===== config.mk =====
export PLATFORM = sky130hd
export DESIGN_NAME = multicycle_control
export DESIGN_NICKNAME = d
export VERILOG_FILES = /design/src/rtl/multicycle_control.sv
export SDC_FILE = /design/constraint.sdc
export NUM_CORES = 1
export LEC_CHECK = 0
export CAP_MARGIN = 0
export CORE_MARGIN = 4
export CORE_UTILIZATION = 45
export CTS_BUF_LIST = sky130_fd_sc_hd__clkbuf_8 sky130_fd_sc_hd__clkbuf_16
export DETAILED_ROUTE_END_ITERATION = 10
export GPL_TIMING_DRIVEN = 0
export PLACE_DENSITY = 0.72
export SLEW_MARGIN = 20
export SYNTH_ARGS = -nofsm -noshare
export SYNTH_HDL_FRONTEND = slang
export SYNTH_SLANG_ARGS = --single-unit

===== constraint.sdc =====
create_clock -name clk -period 4.5 [get_ports clk]
set_input_delay 0.45 -clock clk [delete_from_list [all_inputs] [get_ports clk]]
set_output_delay 0.45 -clock clk [all_outputs]
set_load 0.02 [all_outputs]

===== src/rtl/multicycle_control.sv =====
// Four-state instruction sequencer: accept, decode, wait on the ALU, write back.
// Every output comes straight from a flop so downstream timing stays clean.
module multicycle_control #(
   parameter int OPCODE_W = 6,
   parameter int ALU_OP_W = 3,
   parameter int TIMEOUT  = 16,
   parameter int CNT_W    = 16
) (
   input  logic                clk,
   input  logic                reset,
   input  logic                instr_valid,
   input  logic [OPCODE_W-1:0] opcode,
   output logic                instr_ready,
   output logic [ALU_OP_W-1:0] alu_opcode,
   output logic                alu_start,
   input  logic                alu_done,
   output logic                reg_write_enable,
   output logic                busy,
   output logic                illegal_op,
   output logic                timeout,
   output logic [CNT_W-1:0]    instr_count
);

   typedef enum logic [1:0] {
      S_IDLE,
      S_DECODE,
      S_EXEC,
      S_WB
   } state_t;

   localparam logic [7:0] WAIT_LAST = 8'(TIMEOUT - 1);

   state_t              state_q, state_d;
   logic [OPCODE_W-1:0] opcode_q, opcode_d;
   logic [7:0]          wait_q, wait_d;
   logic [ALU_OP_W-1:0] alu_op_q, alu_op_d;
   logic                start_q, start_d;
   logic                we_q, we_d;
   logic                busy_q, busy_d;
   logic                ready_q, ready_d;
   logic                ill_q, ill_d;
   logic                to_q, to_d;
   logic [CNT_W-1:0]    cnt_q, cnt_d;

   // Legal opcodes have nothing set above the ALU select field.
   function automatic logic is_legal(input logic [OPCODE_W-1:0] op);
      return (op >> ALU_OP_W) == '0;
   endfunction

   always_comb begin
      state_d  = state_q;
      opcode_d = opcode_q;
      wait_d   = wait_q;
      alu_op_d = alu_op_q;
      start_d  = 1'b0;
      we_d     = 1'b0;
      ill_d    = 1'b0;
      to_d     = 1'b0;
      cnt_d    = cnt_q;

      unique case (state_q)
         S_IDLE: begin
            if (instr_valid) begin
               opcode_d = opcode;
               state_d  = S_DECODE;
               ill_d    = !is_legal(opcode);
            end
         end
         S_DECODE: begin
            if (is_legal(opcode_q)) begin
               alu_op_d = opcode_q[ALU_OP_W-1:0];
               state_d  = S_EXEC;
               start_d  = 1'b1;
               wait_d   = '0;
            end else begin
               alu_op_d = '0;
               state_d  = S_IDLE;
            end
         end
         S_EXEC: begin
            // A late alu_done still beats the timeout on the final cycle.
            if (alu_done) begin
               state_d = S_WB;
               we_d    = 1'b1;
            end else if (wait_q == WAIT_LAST) begin
               state_d = S_IDLE;
               to_d    = 1'b1;
            end else begin
               wait_d = 8'(wait_q + 8'd1);
            end
         end
         S_WB: begin
            state_d = S_IDLE;
            cnt_d   = CNT_W'(cnt_q + 1'b1);
         end
         default: state_d = S_IDLE;
      endcase

      busy_d  = (state_d != S_IDLE);
      ready_d = (state_d == S_IDLE);
   end

   always_ff @(posedge clk) begin
      if (reset) begin
         state_q  <= S_IDLE;
         opcode_q <= '0;
         wait_q   <= '0;
         alu_op_q <= '0;
         start_q  <= 1'b0;
         we_q     <= 1'b0;
         busy_q   <= 1'b0;
         ready_q  <= 1'b1;
         ill_q    <= 1'b0;
         to_q     <= 1'b0;
         cnt_q    <= '0;
      end else begin
         state_q  <= state_d;
         opcode_q <= opcode_d;
         wait_q   <= wait_d;
         alu_op_q <= alu_op_d;
         start_q  <= start_d;
         we_q     <= we_d;
         busy_q   <= busy_d;
         ready_q  <= ready_d;
         ill_q    <= ill_d;
         to_q     <= to_d;
         cnt_q    <= cnt_d;
      end
   end

   assign instr_ready      = ready_q;
   assign alu_opcode       = alu_op_q;
   assign alu_start        = start_q;
   assign reg_write_enable = we_q;
   assign busy             = busy_q;
   assign illegal_op       = ill_q;
   assign timeout          = to_q;
   assign instr_count      = cnt_q;

endmodule


### Yosys cells after proc, flatten, opt, wreduce, memory -nomap -nowiden

Cells that the tools add are included.

* add/subtract/negate cells: 2
* eq/ne operators: 7
* mux-type cells: 13
* bitwise gates (word level): 4
* reductions and logical operators: 13

Operators by type and width (count)
* 2-to-1 mux 8 bit: 3
* adder 16 x 1 -> 16 bit (second input constant): 1
* case mux 8 bit (2 select lines): 1
* logical NOT 6 bit: 2
* adder 8 x 1 -> 8 bit (second input constant): 1
* == test 8 x 4 -> 1 bit (second input constant): 1
* 2-to-1 mux 2 bit: 4
* case mux 2 bit (4 select lines): 1
* != test 2 bit (second input constant): 3
* OR reduction 3 bit: 2
* == test 2 bit (second input constant): 2
* logical NOT 2 bit: 2
* inverter 1 bit: 4
* AND reduction 4 bit: 1
* nonzero test 2 bit: 2
* OR reduction 2 bit: 2
* 2-to-1 mux 1 bit: 3
* 2-to-1 mux 3 bit: 1
* == test 2 x 1 -> 1 bit (second input constant): 1
* AND reduction 2 bit: 1
* logical NOT 1 bit: 1

* bits in registers: 41
* output and inout port bits: 25
* word-level logic and storage cells: 50

### Longest topological paths before layout

Gate-level depths: netlist of the first run.

* word-level depth: 5
* depth in mapped cells: 6

### Worst setup path before layout of the first run

Ideal clock, no wire load.

* path kind: input port to flip-flop
* start: input alu_done
* end: register wait_q[5]
* arrival time: 1.560 ns
* data required time: 4.430 ns
* setup slack: 2.870 ns
* stages: 4
* path through: or3b_4 -> a211o_1 -> or3_1 -> a21oi_1

* cells in the longest elaborated chain, start to end: 2

Ends and longest elaborated chain
* start, declared: RTL line 16 `input logic alu_done,`
* != test 2 bit (no source line)
* AND reduction 4 bit (no source line)
* end signal, assigned: RTL line 119 `wait_q <= wait_d;`
* end, declared: RTL line 35 `logic [7:0] wait_q, wait_d;`

No other way between the ends.
A chain may end at the register's enable or synchronous reset.

### Worst setup path after layout of the first run

Ends and elaborated chain as after synthesis.

==> summary.txt, run 1 <==
Run status
  • Status: complete, no violations

Yosys
  • Mean Syn Cell Area: ~8.8 sq um
  • Post-synth EDFFs: 0
  • Top cells by area, synth: dfxtp_1 (49%), a21oi_1 (6.3%), xor2_1 (4.7%)
  • Synth top cells by count: dfxtp_1 (41), a21oi_1 (21), nand2_1 (20), nor2_1 (20), nand3_1 (11)
  • Warnings, synthesis: 0
  • Number of synthesized register bits: 41
  • Synth Net Count: 201
  • Post-Syn Area: around 1700 sq um
  • Cell variety after synth: 33
  • Ys async rst share: 0%
  • Area share of the largest cell type after synthesis: 49.4%
  • Ys flop type: dfxtp_1
  • Most common cell in the netlist: dfxtp_1
  • Post-synthesis sequential area ratio: 49.4%
  • Post-Synthesis Cells: roughly 190
  • Cell taking the most area after synthesis: dfxtp_1

Floorplanning
  • Initial Util: 48.3%
  • Rows: 21
  • Chip width: 68.8 microns
  • Die Y: 68.8 microns
  • Core ar.: 3440 sq um
  • DIE AREA: 4730 sq um
  • IO Count: 35

Critical path
  • Critical-path cell list: clkdlybuf4s50_1 > or3b_4 > a211o_1 > or3_1 > a21oi_1
  • Worst Path Arrival: 2150 ps
  • Cell family with most CP delay: simple AND/OR/NAND/NOR gates
  • Setup slack, reg-to-reg: about 2700 ps
  • CP Class: in -> reg
  • Crit path max-delay cell type: clkdlybuf4s50_1
  • Largest stage delay, worst path: roughly 470 ps
  • Crit start category: primary input
  • Reg2reg end: instr_ready
  • Worst reg2reg path depth: 5
  • WP buf/inv: 1
  • CP Max Fanout: 5
  • Worst setup startpoint: alu_done
  • CP endpoint kind: flop
  • Setup crit end: wait_q[5]
  • Reg2reg start: state_q[0]
  • Crit path depth: 5
  • Worst path required time: between 4000 and 5000 ps

Clock tree
  • CTS sink cnt: between 40 and 50
  • TritonCTS buffer count: 5
  • Clk Latency, worst-skew pair: 290 ps
  • H-tree levels: 2
  • Root Buffer: clkbuf_8
  • Max Buffers Root-to-Sink: 2
  • CTS tree: yes
  • Post-CTS Setup Inserts: 0
  • Post-CTS resize count: 0
  • Post-CTS Hold Buffers: 0
  • Clock transition at path regs: 70 ps

Run
  • Max-cap violations: 0

STA
  • Endpoints failing setup: 0
  • Maximum clock frequency: 519 MHz
  • Slew at the pin with the worst max-slew slack: 721 ps
  • Worst relative slew slack: 51.5%
  • Setup TNS: 0 ps
  • RSZ-0062 raised after global routing: false
  • Clock skew: roughly 5.5 ps
  • Fin crit share: about 43%
  • Final hold violation count: 0
  • Min Tclk post-route: 1930 ps
  • Slew Viols, Final: 0
  • Hold slack: around 460 ps

Power and ir drop
  • Pwr dens: 316 nW/um^2
  • Clk network pwr share: approximately a third
  • Comb power frac: 9.3%
  • Worst VDD drop: 0.234 mV
  • Sw frac: a little under a quarter
  • Sequential power share: 55.8%
  • Switching power: between 0.15 and 0.2 mW
  • Internal: 0.519 mW
  • Leakage power total: 0.748 nW

Placement
  • Placed cell areas: 2050 sq um
  • IO Port Bufs: 33
  • GPL Wtd Cong: 0.793
  • Detailed placement HPWL: about 2.6 mm
  • Dpl cells: 268

GRT
  • GRT Total Usage: between 15 and 20%
  • Initial antenna violation count: 0
  • Vias in the first global route: about 1.4k
  • Largest net degree at the start of global routing: 12
  • Grt total ovfl: 0
  • First-pass GRT wire length: slightly below 6 mm

Final layout
  • Util after Layout: between 60% and 70%
  • Layout cells sized above 1: 5.68%
  • Final Instance Area: 2140 sq um
  • Ant diodes: 0
  • Non-Filler Instances: 275
  • # fillers: 309
  • Syn-to-layout area delta: 28.5%
  • Nets: 241

Route
  • Initial DRC count: 76
  • Routed met2 length: 1.62 mm
  • Total Wirelength: 3.60 mm
  • TritonRoute pass-1 iters: 4
  • Vias per inst: 5.26
  • DRC: 0
  • Via count: 1447
  • DR top layer: met4
  • Average routed wire per standard cell: 13.1 microns
  • M1 wire length: 1.67 mm
  • Post-route ant nets: 0
  • Routed wl met3: 245 microns

Hold path
  • Worst Hold Class: reg -> reg
-- per-layer routing --
layer | vias to the layer above | GRT usage (%)
met2 | 43 | 27.2
met1 | 650 | 21.1
met3 | 7 | 5.02
met4 | 0 | 8.03
met5 | - | 0
li1 | 747 | -
-- power by group through the flow --
stage,sequential [mW],combinational (mW),clock (mW)
global route,0.378,0.0698,0.258
finish,0.378,0.0630,0.236
CTS,0.377,0.0633,0.241
floorplan,0.391,0.0319,0
detailed placement,0.386,0.0629,0
global placement,0.386,0.0617,0
-- per-stage QoR --
step                power (mW)  worst slack [ps]
global route             0.706              2490
floorplan                0.423              2870
global placement         0.447              2340
finish                   0.676              2570
detailed placement       0.449              2280
CTS                      0.682              2590
-- cell families (layout without fill, tap and decap cells) --
family | Yosys count | in the layout | synth area share [%]
AO/OA/AOI/OAI | 36 | 36 | 11.8
buffers and inverters | 8 | 48 | 2.48
flip-flops | 41 | 41 | 49.4
AND/OR/NAND/NOR | 89 | 89 | 28.0
XOR/XNOR | 13 | 13 | 6.85
adder cells (fa/ha/maj) | 2 | 2 | 1.50
-- final cells by class --
| type | count | area [sq um] | share of cell area (%) |
|---|---|---|---|
| sequential | 41 | 821 | 38.4 |
| multi-input combinational | 140 | 801 | 37.5 |
| timing repair buffer | 33 | 330 | 15.5 |
| clock buffer | 6 | 82.6 | 3.86 |
| tap | 46 | 57.6 | 2.69 |
| buffer | 7 | 37.5 | 1.76 |
| clock inverter | 1 | 3.75 | 0.176 |
| inverter | 1 | 3.75 | 0.176 |
-- worst min-delay path: cells and delay by family, from the launching register on --
kind | cells | cell delay, ps
simple gates | 1 | 50
compound gates | 1 | 50
flops | 1 | 310
-- registers in the layout, indices dropped and copies added (netlist names) --
register,count
opcode_q,6
illegal_op,1
state_q,2
timeout,1
wait_q,8
reg_write_enable,1
alu_opcode,3
instr_count,16
busy,1
instr_ready,1
alu_start,1
-- how the worst min path moves through the flow --
stage / from / to / slack [ps] / cells after the start
2_1_floorplan: opcode_q[0] / opcode_q[0] / 440 / 2
4_1_cts: opcode_q[1] / opcode_q[1] / 460 / 2
3_3_place_gp: opcode_q[2] / opcode_q[2] / 450 / 2
5_1_grt: opcode_q[1] / opcode_q[1] / 480 / 2
3_5_place_dp: opcode_q[1] / opcode_q[1] / 450 / 2
6_report: opcode_q[1] / opcode_q[1] / 460 / 2
-- placed cells by master, fill, tap and decap left out --
| cell | Yosys | layout |
|---|---|---|
| dfxtp_1 | 41 | 41 |
| or4_1 | 1 | 1 |
| o211ai_1 | 1 | 1 |
| and2b_2 | 1 | 1 |
| nor3_1 | 3 | 3 |
| inv_1 | 1 | 2 |
| a21oi_1 | 21 | 21 |
| buf_4 | 1 | 1 |
| a211o_1 | 1 | 1 |
| nand4_1 | 7 | 7 |
| and4_2 | 1 | 1 |
| xor2_1 | 9 | 9 |
| clkbuf_1 | 5 | 5 |
| and4_1 | 2 | 2 |
| buf_6 | 1 | 1 |
| clkbuf_8 | 0 | 6 |
| and2_1 | 1 | 1 |
| nor3b_1 | 1 | 1 |
| ha_1 | 2 | 2 |
| a21o_1 | 1 | 1 |
| or4_4 | 1 | 1 |
| and3_2 | 1 | 1 |
| a22oi_1 | 3 | 3 |
| or2b_1 | 1 | 1 |
| nor4_1 | 3 | 3 |
| nand3_1 | 11 | 11 |
| clkdlybuf4s50_1 | 0 | 33 |
| o21ai_0 | 9 | 9 |
| xnor2_1 | 4 | 4 |
| or3b_4 | 1 | 1 |
| nand2_1 | 20 | 20 |
| and3_1 | 3 | 3 |
| or3_1 | 9 | 9 |
| nor2_1 | 20 | 20 |
| nand2b_1 | 2 | 2 |
Power figures use the tool's default switching activity.
==> run 2, diff against run 1 <==
--- a/config.mk
+++ b/config.mk
@@ -11,7 +11,7 @@
 export CTS_BUF_LIST = sky130_fd_sc_hd__clkbuf_8 sky130_fd_sc_hd__clkbuf_16
 export DETAILED_ROUTE_END_ITERATION = 10
 export GPL_TIMING_DRIVEN = 0
-export PLACE_DENSITY = 0.72
+export PLACE_DENSITY = 0.75
 export SLEW_MARGIN = 20
 export SYNTH_ARGS = -nofsm -noshare
 export SYNTH_HDL_FRONTEND = slang
==> constraint.sdc (replaced) <==
create_clock -name clk -period 1.7 [get_ports clk]
set_input_delay 0.17 -clock clk [delete_from_list [all_inputs] [get_ports clk]]
set_output_delay 0.17 -clock clk [all_outputs]
set_load 0.02 [all_outputs]
==> run 2 against run 1 <==
Against the previous run: sequential power grew to 2.6 times the previous value; utilization rose by 1.3 points; sequential cell count stayed put; critical endpoint unchanged; largest power group unchanged.
==> summary.txt, run 2 (synthesized netlist as in run 1, its figures left out) <==
Route
  • Average routed wire per standard cell: 12.5 microns
  • DRC: 0
  • Initial DRC count: about 110
  • TritonRoute pass-1 iters: 4
  • Vias per inst: between 5 and 6
  • Total Wirelength: 3.47 mm
  • Post-route ant nets: 0
  • Via count: 1474

Placement
  • IO Port Bufs: 33
  • Placed cell areas: 2050 sq um
  • Place WS: -219 ps
  • Detailed placement HPWL: 2.43 mm
  • GPL Wtd Cong: between 0.7 and 0.8

STA
  • Endpoints failing setup: 0
  • Maximum clock frequency: 608 MHz
  • Setup TNS: 0 ps
  • Slew at the pin with the worst max-slew slack: around 520 ps
  • Worst relative slew slack: 64.8%
  • Clock skew: 3.34 ps
  • RSZ-0062 raised after global routing: true
  • Slew Viols, Final: 0
  • Final worst setup slack: about 55 ps
  • Min Tclk post-route: 1640 ps
  • Fin crit share: 96.7%
  • Final hold violation count: 0

Power and ir drop
  • Clk network pwr share: 34.5%
  • Power, Total: 1.80 mW
  • Comb power frac: 9.8%
  • Internal: 1.38 mW
  • Switching power: 0.418 mW
  • Sw frac: ~23%
  • Pwr dens: 826 nW/um^2
  • Leakage power total: 0.768 nW
  • Worst VDD drop: 0.625 mV
  • Sequential power share: 55.6%

GRT
  • Vias in the first global route: 1207
  • Largest net degree at the start of global routing: 12
  • GRT Total Usage: between 15 and 20%
  • Grt total ovfl: 0
  • First-pass GRT wire length: approximately 5.5 mm
  • Initial antenna violation count: 0

Critical path
  • Worst Path Arrival: 1860 ps
  • Reg2reg end: wait_q[5]
  • Crit path max-delay cell type: or3b_4
  • Largest stage delay, worst path: between 300 and 400 ps
  • Setup slack, reg-to-reg: 60 ps
  • Critical-path cell list: buf_6 > or3b_4 > a211o_1 > or3_1 > a21oi_1
  • Crit start category: flop
  • CP Max Fanout: 10
  • WP buf/inv: 1
  • Worst setup startpoint: state_q[1]
  • Reg2reg start: state_q[1]
  • CP Class: reg -> reg
  • Worst reg2reg path depth: 5
  • CP endpoint kind: flop
  • Worst path required time: 1920 ps
  • Cell family with most CP delay: simple AND/OR/NAND/NOR gates

Final layout
  • Final Instance Area: 2180 sq um
  • Max reg flops: 16
  • Most frequent cells in the layout: dfxtp_1 (39), clkdlybuf4s50_1 (33), nor2_1 (20), nand2_1 (20), a21oi_1 (20)
  • Nets: 243
  • Syn-to-layout area delta: 31.2%
  • Ant diodes: 0
  • Layout cells sized above 1: a little under a tenth
  • Commonest non-fill, non-tap cell in the layout: dfxtp_1

Floorplanning
  • Initial Util: around 48%
  • Die Y: 68.8 microns
  • Core ar.: between 3000 and 4000 sq um
  • Rows: 21
  • IO Count: 35
  • DIE AREA: 4730 sq um
  • Chip width: 68.8 microns

Clock tree
  • Clk Latency, worst-skew pair: 290 ps
  • Max Buffers Root-to-Sink: 2
  • H-tree levels: 2
  • TritonCTS buffer count: 5
  • Clock transition at path regs: 70 ps
  • CTS sink cnt: 41
  • Root Buffer: clkbuf_8
  • CTS tree: yes

Hold path
  • Hold Path End: opcode_q[1]
  • Worst Hold Depth: 2
  • Worst Hold Class: in -> reg
  • Worst hold start: reset

Run
  • Max-cap violations: 0

Run status
  • Status: complete, no violations
==> run 2: power groups by stage <==
stage | Clock [mW] | Combinational [mW] | Sequential [mW]
final | 0.622 | 0.177 | 1.00
after global routing | 0.678 | 0.193 | 1.00
after CTS | 0.631 | 0.176 | 1.00
after detailed placement | 0 | 0.166 | 1.02
after global placement | 0 | 0.165 | 1.02
after floorplan | 0 | 0.0845 | 1.03
==> run 2: worst max-delay path by stage <==
stage | endpoint | slack, ps | cells after the start
6_report | wait_q[5] | 60 | 5
4_1_cts | wait_q[7] | 10 | 5
3_3_place_gp | wait_q[7] | -220 | 5
2_1_floorplan | wait_q[5] | 90 | 5
3_5_place_dp | wait_q[7] | -220 | 5
5_1_grt | wait_q[7] | -7 | 5
==> run 2: routing by layer <==
metal	vias to the layer above	global-route usage (%)	wire length, microns
met5	-	0	0
met4	0	7.30	57
met3	7	4.86	193
met2	39	23.6	1570
met1	669	20.9	1650
li1	759	-	-
==> run 2: area by class of cell <==
type,count,area [sq um]
Fill cell,297,1260
Sequential cell,41,823
Multi-Input combinational cell,140,823
Timing Repair Buffer,35,345
Clock buffer,6,82.6
Tap cell,46,57.6
Buffer,7,41.3
Clock inverter,1,3.75
Inverter,1,3.75
==> run 2: timing repair <==
item                                    4_1_cts  5_1_grt
hold endpoints to repair                      0        0
buffers inserted                              2        0
pin swaps                                     2        3
endpoints found under the setup margin        4       10
gates resized for setup                       4        4
hold buffers                                  0        0
==> run 2: stage by stage <==
step	hold WS [ps]	instances	utilization, %
after floorplan	306	189	-
after global placement	442	268	59.6
after detailed placement	447	268	59.6
after CTS	277	277	63.1
after global routing	304	277	63.4
final	279	277	63.4
==> run 3, diff against run 2 <==
--- a/config.mk
+++ b/config.mk
@@ -9,6 +9,7 @@
 export CORE_MARGIN = 4
 export CORE_UTILIZATION = 45
 export CTS_BUF_LIST = sky130_fd_sc_hd__clkbuf_8 sky130_fd_sc_hd__clkbuf_16
+export CTS_CLUSTER_DIAMETER = 40
 export DETAILED_ROUTE_END_ITERATION = 10
 export GPL_TIMING_DRIVEN = 0
 export PLACE_DENSITY = 0.75
==> results of run 3 <==
Final layout, timing and power as in run 2 (identical DEF).
